## config.mk

```make
export PLATFORM = sky130hd
export DESIGN_NAME = fir_mac_datapath
export DESIGN_NICKNAME = d
export VERILOG_FILES = /design/src/rtl/fir_mac_datapath.sv
export SDC_FILE = /design/constraint.sdc
export NUM_CORES = 2
export LEC_CHECK = 0
export CORE_ASPECT_RATIO = 0.8
export CORE_MARGIN = 3
export CORE_UTILIZATION = 40
export CTS_CLUSTER_DIAMETER = 150
export DETAILED_ROUTE_END_ITERATION = 8
export HOLD_SLACK_MARGIN = 0.06
export PLACE_DENSITY_LB_ADDON = 0.2
export SLEW_MARGIN = 10
export SYNTH_ARGS = -nofsm -noshare
export SYNTH_HDL_FRONTEND = slang
export SYNTH_SLANG_ARGS = --single-unit
export TNS_END_PERCENT = 100
```

## constraint.sdc

```tcl
create_clock -name clk -period 16.7 [get_ports clk]
set_clock_uncertainty 0.2 [all_clocks]
set_input_delay 3.34 -clock clk [delete_from_list [all_inputs] [get_ports clk]]
set_output_delay 3.34 -clock clk [all_outputs]
set_load 0.05 [all_outputs]
```

## src/rtl/fir_mac_datapath.sv

```systemverilog
// FIR multiply-accumulate datapath: sample delay line, coefficient file, 2-stage MAC, scaled output.
// Define FIR_OUT_SAT_EN for a rounded, saturated output; otherwise the output truncates and wraps.
module fir_mac_datapath #(
    parameter int DATA_W  = 16,
    parameter int COEFF_W = 16,
    parameter int ACC_W   = 40
) (
    input  logic                      clk,
    input  logic                      GlobalReset,
    input  logic                      srdyi,
    input  logic signed [DATA_W-1:0]  din,
    input  logic                      sum_en,
    input  logic                      sum_rst,
    input  logic        [3:0]         coeff_sel,
    input  logic                      coeff_we,
    input  logic        [3:0]         coeff_waddr,
    input  logic signed [COEFF_W-1:0] coeff_wdata,
    output logic signed [DATA_W-1:0]  dout,
    output logic                      srdyo
);

    localparam int PROD_W = DATA_W + COEFF_W;
    localparam int TAPS   = 16;

`ifdef FIR_OUT_SAT_EN
    localparam logic signed [ACC_W:0] RND     = (ACC_W+1)'(2**(COEFF_W-2));
    localparam logic signed [ACC_W:0] SAT_MAX = (ACC_W+1)'((2**(DATA_W-1)) - 1);
    localparam logic signed [ACC_W:0] SAT_MIN = -SAT_MAX - 1;
`endif

    logic signed [DATA_W-1:0]  tap   [TAPS];
    logic signed [COEFF_W-1:0] coeff [TAPS];

    logic signed [PROD_W-1:0]  prod_p1;
    logic                      vld_p1;
    logic signed [ACC_W-1:0]   acc_p2;
    logic signed [ACC_W-1:0]   prod_ext;
    logic signed [ACC_W-1:0]   sum_final;

    function automatic logic signed [DATA_W-1:0] scale(input logic signed [ACC_W-1:0] x);
`ifdef FIR_OUT_SAT_EN
        logic signed [ACC_W:0] r;
        r = (ACC_W+1)'(x) + RND;
        r = r >>> (COEFF_W-1);
        if (r > SAT_MAX) begin
            return DATA_W'(SAT_MAX);
        end else if (r < SAT_MIN) begin
            return DATA_W'(SAT_MIN);
        end
        return DATA_W'(r);
`else
        return DATA_W'(x >>> (COEFF_W-1));
`endif
    endfunction

    always_comb begin
        prod_ext  = signed'({{(ACC_W-PROD_W){prod_p1[PROD_W-1]}}, prod_p1});
        sum_final = vld_p1 ? (acc_p2 + prod_ext) : acc_p2;
    end

    // Delay line and coefficient file; the MAC below reads their pre-update values.
    always_ff @(posedge clk) begin
        if (GlobalReset) begin
            for (int k = 0; k < TAPS; k++) begin
                tap[k]   <= '0;
                coeff[k] <= '0;
            end
        end else begin
            if (srdyi) begin
                tap[0] <= din;
                for (int k = 1; k < TAPS; k++) begin
                    tap[k] <= tap[k-1];
                end
            end
            if (coeff_we) begin
                coeff[coeff_waddr] <= coeff_wdata;
            end
        end
    end

    // Stage 1: product of the selected tap and coefficient.
    always_ff @(posedge clk) begin
        if (GlobalReset) begin
            prod_p1 <= '0;
            vld_p1  <= 1'b0;
        end else begin
            vld_p1 <= sum_en;
            if (sum_en) begin
                prod_p1 <= PROD_W'(tap[coeff_sel]) * PROD_W'(coeff[coeff_sel]);
            end
        end
    end

    // Stage 2: accumulate; on sum_rst fold in the in-flight product, emit, and clear.
    always_ff @(posedge clk) begin
        if (GlobalReset) begin
            acc_p2 <= '0;
            dout   <= '0;
            srdyo  <= 1'b0;
        end else if (sum_rst) begin
            acc_p2 <= '0;
            dout   <= scale(sum_final);
            srdyo  <= 1'b1;
        end else begin
            srdyo <= 1'b0;
            if (vld_p1) begin
                acc_p2 <= acc_p2 + prod_ext;
            end
        end
    end

endmodule

```

* After elaboration in Yosys (flattened, before gate mapping)
Memories as Yosys holds them, arrays and structs flattened.
Index checks and enable logic that the tools add are counted.
W data, S select, Z words.
** Storage, ports and cells
- Bits in registers :: 90
- Word-level logic and storage cells :: 57
- Memories :: 2
- Output and inout port bits :: 17
- Bits in writable memories :: 512
- Input bits :: 46
** Cells by class
- Multiplexer cells :: 29
- Bitwise logic cells :: 16
- Add/subtract/negate cells :: 1
- Reduce and logical (&&, ||, !) cells :: 2
- $mul :: 1
** Memories
- coeff :: depth 16, width 16, rd ports 1, clocked after memory_dff 0, write ports 16, RTL line 32 : logic signed [COEFF_W-1:0] coeff [TAPS];
- tap :: depth 16, width 16, rd ports 16, clocked after memory_dff 0, write ports 16, RTL line 31 : logic signed [DATA_W-1:0] tap [TAPS];
** Operator list (count)
- $mux W16 :: 17
- $add A40 B32 Y40 :: 1
- $mul A16 B16 Y32 :: 1
- $mux W31 :: 1
- $or A1 B1 Y1 :: 16
- $reduce_or A16 Y1 :: 1
- $mux W1 :: 10
- $mux W4 :: 1
- $reduce_or A2 Y1 :: 1

* Depth between registers and ports, before layout
- Word-level depth :: 5
- Depth in mapped cells :: 33
- Mapped depth without buffers :: 29

* Least setup slack after synthesis
No wires, ideal clock.
- Kind :: input -> register
- Start :: in coeff_sel[0]
- End :: reg prod_p1[22]
- Arrival time :: 10.524 ns
- Path buffers :: 5
- Setup slack :: 5.845 ns
- Setup time :: 0.132 ns
- Required time :: 16.368 ns
- Cell stages on the path :: 29
- Cell sequence :: buf_2 buf_6 buf_2 mux4_2 mux2_2 o21ai_1 buf_2 nor2_1 fa_1 inv_1 fa_1 fa_1 inv_1 fa_1 fa_1 inv_1 fa_1 inv_1 ha_1 and3_1 clkbuf_1 a221oi_1 o221ai_1 or2_1 nand2_1 a211oi_1 a211oi_1 xor2_1 o22ai_1
** On the way
- Longest elaborated chain between the ends :: 2
- Elaborated cells between the ends (all ways) :: 3
- Classes of those cells :: mul (1); memory (2)
** RTL lines
- start, declared :: RTL line 14 : input logic [3:0] coeff_sel,
- $mem_v2 Z16 W16, on equally long branches
- $mul A16 B16 Y32 (*) :: RTL line 89 : prod_p1 <= PROD_W'(tap[coeff_sel]) * PROD_W'(coeff[coeff_sel]);
- end signal, assigned :: RTL line 89
- end, declared :: RTL line 34 : logic signed [PROD_W-1:0] prod_p1;
Mark *: on every way between the ends. The rest lies on a longest branch, timed or not.
A chain may end at the register's enable or synchronous reset.

* Worst setup path in the final report
- Start :: in coeff_sel[1]
- End :: reg prod_p1[30]
Same word-level chain as after synthesis.

==> reports/results.txt <==
outcome -> complete, no violations
grt ovf -> 0
Residual DRC -> 0
critical path capture point type -> flop
fin crit period -> 11.99 ns
Worst path max stage delay -> 0.94 ns
compound-cell area share of the yosys netlist -> 0.04329
Area Overhead vs Synth -> 10.61%
post-DR wirelength/cell -> 20.74 um
Post-CTS Setup Inserts -> 0
drt pass-1 iters -> 5
post-synthesis mux area share -> 0.1064
Num CTS Buffers -> 68
Synth Area in XOR/XNOR -> 0.01331
Slowest-stage cell, CP -> a2111oi_0
CTS max path bufs -> 3
setup TNS -> 0 ns
endpoints failing setup -> 0
GP Congestion -> 0.9179
synth warn -> 0
final hold slack -> 0.2516 ns
Clk Latency, worst-skew pair -> 0.63 ns
fraction of the yosys area taken by sequential cells -> 0.4607
Slew @ Worst Pin -> 1.247 ns
first-pass GRT wire length -> 140.3 mm
largest net degree at the start of global routing -> 98
Synth Net Count -> 3395
Netlist cell types -> 75
#FFs+latches synth -> 592
biggest area consumer among synthesized cells -> edfxtp_1
Synth Area in Simple Gates -> 0.1481
Die W -> 345.4 um
HP Class -> flop to flop
chip height -> 277.5 um
WS Path Type -> input pin to flop
Worst-path clk slew -> 0.06 ns
CTS tree -> done
crit share post-route -> 0.7179
vias in the first global route -> 23935
die area -> 95830 um^2
clock root buffer -> clkbuf_16
placed wire-length estimate -> 60.10 mm
vias per cell -> 5.289
max-cap violation count -> 0
Slew Limit Fails -> 0
io pins -> 63
Synth area leaders -> edfxtp_1 (42%), fa_1 (14%), mux4_2 (8.4%)
most frequent CP cell -> fa_1
# rows -> 98
Mapped Area -> 36850 um^2
final net count -> 3416
Post-Synthesis Cells -> 2982
Post-Route WL -> 88.28 mm
post-route ant nets -> 0
Synth Area in Adders -> 0.1770
number of synthesized flops with an enable pin -> 512
fmax -> 83.41 MHz
Final Hold Fails -> 0
CP Data Arrival Time -> 12.26 ns
total number of vias -> 22514
RSZ-0062 raised after global routing -> no
Primary FF master, synth -> edfxtp_1
Initial Util -> 0.4078
Tot GR Track Use -> 0.1874
hold buffers post-CTS -> 0
CP Max Fanout -> 77
share of layout cells above drive strength 1 -> 0.1142
main combinational cell family by area after synthesis -> adder cells
initial antenna violation count -> 2
CTS Sinks -> 592
CORE AREA -> 90370 um^2
Req. time, crit path -> 16.98 ns
crit path launch type -> input pin
post-synth top area share -> 0.4172
I/O Buffers -> 62
H-tree levels -> 3
relative slew slack -> 0.1634
Post-synth ARST share -> 0
Iter 0 DRT Violations -> 1603
# resized after CTS -> 0
Syn Area/Cell -> 12.36 um^2
## critical path, delay by kind of cell
| kind | cells | cell delay (ns) |
|---|---|---|
| AO/OA/AOI/OAI | 5 | 1.91 |
| multiplexers | 3 | 0.61 |
| XOR/XNOR | 1 | 0.14 |
| buffers and inverters | 8 | 2.09 |
| AND/OR/NAND/NOR | 5 | 0.74 |
| adder cells (fa/ha/maj) | 7 | 3.33 |
## through the flow
step	utilization	instance area (um^2)	setup slack, ns	cells
floorplan	-	36850	5.845	2982
global placement	0.4277	38650	4.267	4133
detailed placement	0.4277	38650	3.942	4133
CTS	0.4510	40750	4.592	4256
global route	0.4510	40760	4.148	4257
finish	0.4510	40760	4.711	4257
## cells in the final DEF, fill, tap and decap left out, types with 79 or more instances in the layout
cell / netlist / final
dfxtp_1: 80 / 79
fa_1: 257 / 257
inv_1: 316 / 316
nor2b_1: 107 / 106
ha_1: 110 / 110
and2_1: 418 / 418
mux4_2: 138 / 138
nand2_1: 163 / 163
edfxtp_1: 512 / 512
nor2_1: 246 / 246
## area by class of cell
| cell class | instances | area [um^2] |
|---|---|---|
| Antenna cell | 1 | 2.502 |
| Clock buffer | 94 | 1843 |
| Clock inverter | 29 | 255.2 |
| Fill cell | 8140 | 49610 |
| Inverter | 329 | 1235 |
| Multi-Input combinational cell | 1909 | 18000 |
| Sequential cell | 592 | 16980 |
| Tap cell | 1200 | 1501 |
| Timing Repair Buffer | 103 | 940.9 |
## cell families (layout without fill, tap and decap cells)
group,count (synthesis),in the layout
simple gates,1036,1036
flops,592,592
buf+inv,481,555
fa+ha+maj,367,367
compound gates,234,234
mux,216,216
xor+xnor,56,56
other cells,0,1
## synth_stat cells (18+ instances only)
master    number
a211oi_1      20
a21o_1        31
a21oi_1       52
and2_1       418
buf_2         27
clkbuf_1     105
dfxtp_1       80
edfxtp_1     512
fa_1         257
ha_1         110
inv_1        316
mux2_2        23
mux2i_1       54
mux4_2       138
nand2_1      163
nand2b_1      27
nor2_1       246
nor2b_1      107
o21ai_0       18
o21ai_1       23
or2_2         22
xnor2_1       43
## flip-flops by register name (all words and copies together), names as in the netlist
| signal | count |
|---|---|
| vld_p1 | 1 |
| dout | 16 |
| coeff | 256 |
| acc_p2 | 31 |
| srdyo | 1 |
| prod_p1 | 31 |
| tap | 256 |
## worst paths after layout
check / startpoint / to / slack, ns / cells after the start
worst max-delay path: coeff_sel[1] / prod_p1[30] / 4.71 / 29
worst min-delay path: prod_p1[25] / prod_p1[25] / 0.25 / 2
worst max register to register: tap[11][3] / prod_p1[30] / 8.02 / 24
worst min register to register: prod_p1[25] / prod_p1[25] / 0.25 / 2
## layer usage
| metal | part of all wire | up-vias | track usage |
|---|---|---|---|
| met3 | 0.064 | 121 | 0.03953 |
| li1 | - | 10168 | - |
| met5 | 0 | - | 0.0004978 |
| met2 | 0.46 | 622 | 0.2970 |
| met1 | 0.45 | 11603 | 0.2629 |
| met4 | 0.023 | 0 | 0.04942 |
Power is not shown: default switching activity piles up to over one toggle a cycle in this logic, so the estimate is an artifact.
